`config.mk`:
```
export PLATFORM = sky130hd
export DESIGN_NAME = pc_ctrl
export DESIGN_NICKNAME = d
export VERILOG_FILES = /design/src/rtl/pc_ctrl.sv
export SDC_FILE = /design/constraint.sdc
export NUM_CORES = 1
export LEC_CHECK = 0
export BUFFER_PORTS_ARGS = -buffer_cell sky130_fd_sc_hd__buf_2
export CAP_MARGIN = 30
export CORE_MARGIN = 2
export CORE_UTILIZATION = 30
export CTS_BUF_LIST = sky130_fd_sc_hd__clkbuf_2
export CTS_CLUSTER_DIAMETER = 150
export DETAILED_ROUTE_END_ITERATION = 6
export GPL_TIMING_DRIVEN = 0
export RECOVER_POWER = 25
export SETUP_SLACK_MARGIN = 0.05
export SLEW_MARGIN = 20
export SYNTH_ARGS = -nofsm -noshare
export SYNTH_HDL_FRONTEND = slang
export SYNTH_SLANG_ARGS = --single-unit
```
`constraint.sdc`:
```
create_clock -name clk -period 1.98 [get_ports clk]
set_clock_uncertainty 0.05 [all_clocks]
set_input_delay 0.099 -clock clk [delete_from_list [all_inputs] [get_ports clk]]
set_output_delay 0.099 -clock clk [all_outputs]
set_load 0.01 [all_outputs]
```
`src/rtl/pc_ctrl.sv`:
```
// Program-counter sequencer: resolves pipeline events into pc control, flushes and EPC.
// Optional PC_PERF_CNT_EN adds redirect and stall-cycle counter ports.
module pc_ctrl #(
    parameter int unsigned STALL_LIMIT = 255,
    parameter int unsigned CNT_W       = 8
) (
    input  logic        clk,
    input  logic        rst,
    input  logic        BrTaken,
    input  logic        IsJump,
    input  logic        IsJr,
    input  logic        HazStall,
    input  logic        MemStall,
    input  logic        SiicReq,
    input  logic        RtiReq,
    input  logic        HaltReq,
    input  logic [15:0] ExPc,
    output logic        PcSel,
    output logic        RegJmp,
    output logic        Halt,
    output logic        SIIC,
    output logic        PcStall,
    output logic        EpcSel,
    output logic [15:0] Epc,
    output logic        FlushIfId,
    output logic        FlushIdEx,
    output logic        StallErr
`ifdef PC_PERF_CNT_EN
    ,
    output logic [15:0] RedirCnt,
    output logic [15:0] StallCyc
`endif
);

    typedef enum logic {RUN, HALTED} st_t;

    localparam logic [CNT_W-1:0] LIMIT = CNT_W'(STALL_LIMIT);

    st_t              st;
    logic             in_handler;
    logic [CNT_W-1:0] stall_cnt;
    logic [CNT_W-1:0] cnt_inc;
    logic             stall_raw;
    logic             row_siic;
    logic             row_halt;
    logic             row_rti;
    logic             flush;

    assign FlushIfId = flush;
    assign FlushIdEx = flush;

    always_comb begin
        PcSel     = 1'b0;
        RegJmp    = 1'b0;
        Halt      = 1'b0;
        SIIC      = 1'b0;
        PcStall   = 1'b0;
        EpcSel    = 1'b0;
        flush     = 1'b0;
        row_siic  = 1'b0;
        row_halt  = 1'b0;
        row_rti   = 1'b0;
        stall_raw = HazStall | MemStall;
        if (!rst) begin
            if (st == HALTED) begin
                Halt = 1'b1;
            end else if (SiicReq && !in_handler) begin
                row_siic = 1'b1;
                SIIC     = 1'b1;
                flush    = 1'b1;
            end else if (HaltReq) begin
                row_halt = 1'b1;
                Halt     = 1'b1;
            end else if (RtiReq && in_handler) begin
                row_rti = 1'b1;
                RegJmp  = 1'b1;
                EpcSel  = 1'b1;
                PcStall = stall_raw;
                flush   = !stall_raw;
            end else if (IsJr) begin
                // A stalled JR holds without flushing; upstream re-presents it next cycle.
                RegJmp  = 1'b1;
                PcStall = stall_raw;
                flush   = !stall_raw;
            end else if (BrTaken || IsJump) begin
                PcSel = 1'b1;
                flush = 1'b1;
            end else begin
                PcStall = stall_raw;
            end
        end
    end

    assign cnt_inc = (stall_cnt == '1) ? stall_cnt : stall_cnt + 1'b1;

    always_ff @(posedge clk or posedge rst) begin
        if (rst) begin
            st         <= RUN;
            in_handler <= 1'b0;
            Epc        <= '0;
            stall_cnt  <= '0;
            StallErr   <= 1'b0;
        end else begin
            if (row_siic) begin
                Epc        <= ExPc + 16'd2;
                in_handler <= 1'b1;
            end
            if (row_halt) begin
                st <= HALTED;
            end
            if (row_rti && !PcStall) begin
                in_handler <= 1'b0;
            end
            if (PcStall) begin
                stall_cnt <= cnt_inc;
                if (cnt_inc >= LIMIT) begin
                    StallErr <= 1'b1;
                end
            end else begin
                stall_cnt <= '0;
            end
        end
    end

`ifdef PC_PERF_CNT_EN
    always_ff @(posedge clk or posedge rst) begin
        if (rst) begin
            RedirCnt <= '0;
            StallCyc <= '0;
        end else begin
            if (SIIC || PcSel || (RegJmp && !PcStall)) begin
                RedirCnt <= RedirCnt + 16'd1;
            end
            if (PcStall) begin
                StallCyc <= StallCyc + 16'd1;
            end
        end
    end
`endif

endmodule

```
* Word-level counts from Yosys, hierarchy flattened
Index checks and enable logic that the tools add are counted.
Storage, ports and cells: output and inout port bits 25, register bits after elaboration 27, logic and storage cells 63, input bits 26
Operators by class: reductions and logical operators 9, bitwise gates (word level) 1, add/subtract/negate cells 2, eq/ne operators 1, order comparisons 1, multiplexer cells 44
Operators by type and width (number):
- $mux 1 | 42
- $add 16x2->16 const B | 1
- $mux 8 | 2
- $add 8x1->8 const B | 1
- $eq 8x8->1 const B | 1
- $ge 8x8->1 const B | 1
- $logic_and 1x1->1 | 3
- $logic_not 1->1 | 3
- $reduce_and 2->1 | 1
- $reduce_bool 2->1 | 1
- $logic_or 1x1->1 | 1
- $or 1x1->1 | 1

* Depth between registers and ports, before layout
depth after elaboration 11, mapped depth 6, gate-level depth less buffers 5

* Worst setup path after synthesis
OpenSTA, ideal clock, no wires.
path kind register to output, start point reg in_handler, end point out FlushIfId, cell stages (with the launch flop) 6, setup slack 0.491 ns, path buffers 1, arrival time 1.340 ns, data required time 1.831 ns, cells stage by stage dfrtp_1 -> nand2b_4 -> or3_4 -> clkinv_1 -> or2_2 -> buf_4
Between the ends: word-level cells in the longest chain between the ends 6, elaborated cells on any way between the ends 8, those cells by class mux (5); reduce/logical (3)
Ends and longest elaborated chain:
- from (decl) | RTL line 40 | logic in_handler;
- from (signal assigned) | RTL line 99 | in_handler <= 1'b0;
- from (signal assigned) | RTL line 106 | in_handler <= 1'b1;
- from (signal assigned) | RTL line 112 | in_handler <= 1'b0;
- $logic_and 1x1->1 | RTL line 74 | end else if (RtiReq && in_handler) begin
- $mux 1 | RTL line 74
- $mux 1 | RTL line 71 | end else if (HaltReq) begin
- $mux 1 (*) | RTL line 67 | end else if (SiicReq && !in_handler) begin
- $mux 1 (*) | RTL line 65 | if (st == HALTED) begin
- $mux 1 (*) | RTL line 64 | if (!rst) begin
- to (decl) | RTL line 25 | output logic FlushIfId,
Mark *: on every way between the ends. The rest lies on a longest branch, timed or not.

* Worst setup path in the final report
Same ends and word-level chain as after synthesis.

==> reports/metrics.yaml <==
final_layout:
  antennaDiodeCount: 0
  layout_commonest_cell: "buf_2"
  synthToLayoutAreaGrowth_pct: 38.8
  finalNetCount: 282
  fill_cells: 525
  final_cell_mix: "buf_2, dfrtp_1, nand2_1"
  drive_gt1_share_pct: 32.4
yosys:
  ys_seq_area_share_pct: 42.8
  yosys_warnings: 0
  postSynth.asyncResetShare_pct: 100
  synth-xor-area-share_pct: 8.31
  synth.avg_cell_area_sq_um: 9.03
  syn_nets: 203
  synthMuxAreaShare_pct: 0.633
  synth_simple_gate_area_share_pct: 29.0
  synth_top_family_by_area: "simple AND/OR/NAND/NOR gates"
  syn_inst: 175
  synth.ff_latch_count: 27
  ys.flop_type: "dfrtp_1"
  synth_area_sq_um: 1580
  synth-edff-count: 0
  synthAdderAreaFrac_pct: 1.58
  ys_types: 40
  synth-compound-area-share_pct: 13.3
global_routing:
  antenna_found_initial: 0
  grtUsageMet3_pct: 1.66
  gr-usage-met2_pct: 22.7
  grt_pass1_vias: 1427
  grt_usage_pct: 14.1
  met1_usage_pct: 19.8
  grt_overflow_total: 0
  grt_max_degree: 20
  grt_pass1_wl_um: 6750
  top_usage_layer: "met2"
sta:
  fmax_mhz: 531
  fin_crit_ns: 1.88
  worst_slack_ns: 0.0965
  setup_viol_count_final: 0
  max_slew_margin_pct: 71.6
  holdWs_ns: 0.0404
  worstMarginPinSlew_ns: 0.424
  drv_slew: 0
  finalHoldViolCount: 0
  fin_crit_sh_pct: 95.1
  rsz0062_at_grt: "yes"
setup_path:
  crit_path_top_delay_cell: "dfrtp_1"
  required_ns: 1.83
  worst_setup_path_end_kind: "output pin"
  cp_slowest_stage_delay_ns: 0.48
  cp-start-kind: "flop"
  path_cells: "nand2b_4 -> or3_4 -> inv_8 -> or2_4 -> buf_4 -> buf_2"
  critPathArrivalTime_ns: 1.73
  critPathKind: "reg -> out"
  path_delay_family: "simple AND/OR/NAND/NOR gates"
  critPathBufInv: 3
  reg2reg_slack_ns: 0.32
  cp_max_fo: 4
cts:
  cts_tree: "yes"
  cts_max_level: 1
  cts_made_buffers: 3
  cts_root_buffer: "clkbuf_2"
  clock_latency_ns: 0.35
  clkSlewWorstSetupHoldPaths_ns: 0.25
  clockBufferDepth: 2
  clock_sinks: 27
routing:
  drtIter0Drc: 54
  ant_nets: 0
  dr.pass1.iters: 4
  vias_per_cell: 4.72
  drc_errors: 0
  wl_per_cell_um: 12.1
  wl_um: 3910
  num_vias: 1525
die:
  coreArea_sq_um: 5110
  num_rows: 26
  die_h_um: 76.6
  die-area_sq_um: 5860
  fp.dieW_um: 76.6
  initial_utilization_pct: 30.9
  io_pins: 51
status:
  outcome: "complete, no violations"
flow_run:
  drv_cap: 0
worst_hold_path:
  hold_class: "in -> reg"
placed_design:
  place_hpwl_um: 2890
  gp_congestion: 0.796
  io_buffer_count: 50
  post-place-ws_ns: 0.293
pwr:
  ir_worst_vdd_mv: 0.384
  power.density_nw_per_um2: 590
  leakage_nw: 1.07
==> worst reg2reg max path, stage by stage, from the launching register on <==
cell and delay, ns:
dfrtp_1 0.48, ha_1 0.31, nand4_1 0.21, a31oi_1 0.11, a31o_1 0.21, a41o_1 0.23
==> stage by stage <==
stage	util, %	power [mW]	instances	TNS (ns)	cell area (sq um)
4_1_cts	42.4	1.32	321	0	2170
2_1_floorplan	-	0.890	175	0	1580
6_report	42.9	1.29	323	0	2190
3_5_place_dp	37.8	1.06	296	0	1930
5_1_grt	42.9	1.39	323	-0.0136	2190
3_3_place_gp	37.6	1.05	295	0	1920
==> worst paths after layout <==
kind,startpoint,endpoint,cells after the start
setup / recovery,in_handler,FlushIfId,6
hold / removal,ExPc[2],Epc[2],4
setup reg to reg,stall_cnt[0],StallErr,5
hold reg to reg,StallErr,StallErr,1
max in group asynchronous,rst,Epc[11],4
min in group asynchronous,rst,stall_cnt[0],4
==> sequential cells by signal, summed over array words and instances (netlist names) <==
signal	flops
Epc	16
StallErr	1
in_handler	1
stall_cnt	8
st	1
==> area by class of cell <==
class | instances | area, sq um | area share [%]
well taps | 70 | 87.6 | 3.99
flip-flops and latches | 27 | 676 | 30.8
multi-input cells | 134 | 846 | 38.6
clock buffers | 4 | 20.0 | 0.913
inverters | 6 | 30.0 | 1.37
repair buffers | 74 | 487 | 22.2
plain buffers | 8 | 47.5 | 2.17
==> cells in the mapped netlist (all sizes together) (4+ instances only) <==
library cell	count	area share (%)
nand4	6	2.4
o21ai	16	5.3
inv	5	1.2
nor2	11	2.6
nand2	27	6.4
and3	5	2.0
and2	4	1.6
nor3	4	1.6
xnor2	5	2.8
a31oi	4	1.6
a21oi	6	1.9
dfrtp	27	43
xor2	10	5.5
nand3	10	3.2
buf	7	2.8
==> logic make-up after synthesis <==
logic type               after synthesis
AO/OA/AOI/OAI                         34
multiplexers                           1
XOR/XNOR                              15
flip-flops                            27
buffers and inverters                 14
adder cells (fa/ha/maj)                2
AND/OR/NAND/NOR                       82
==> report_power, final <==
group	total [mW]	internal [mW]	switching, mW
combinational	0.369	0.177	0.192
sequential	0.710	0.651	0.0590
clock	0.214	0.0533	0.160
total	1.29	0.881	0.412
==> layer usage <==
| metal | up-vias | part of all wire, % | wire length [um] |
|---|---|---|---|
| met2 | 35 | 49 | 1920 |
| met5 | - | 0 | 0 |
| li1 | 765 | - | - |
| met1 | 723 | 47 | 1840 |
| met3 | 2 | 3.3 | 130 |
| met4 | 0 | 0.72 | 28 |
==> timing repair <==
action | 4_1_cts | 5_1_grt
pin swaps | 1 | 2
hold buffers | 18 | 0
setup endpoints to repair | 3 | 4
endpoints found under the hold margin | 24 | 0
buffers inserted | 3 | 2
resized for setup | 4 | 4
No activity file was read; power rests on OpenSTA's default activity.
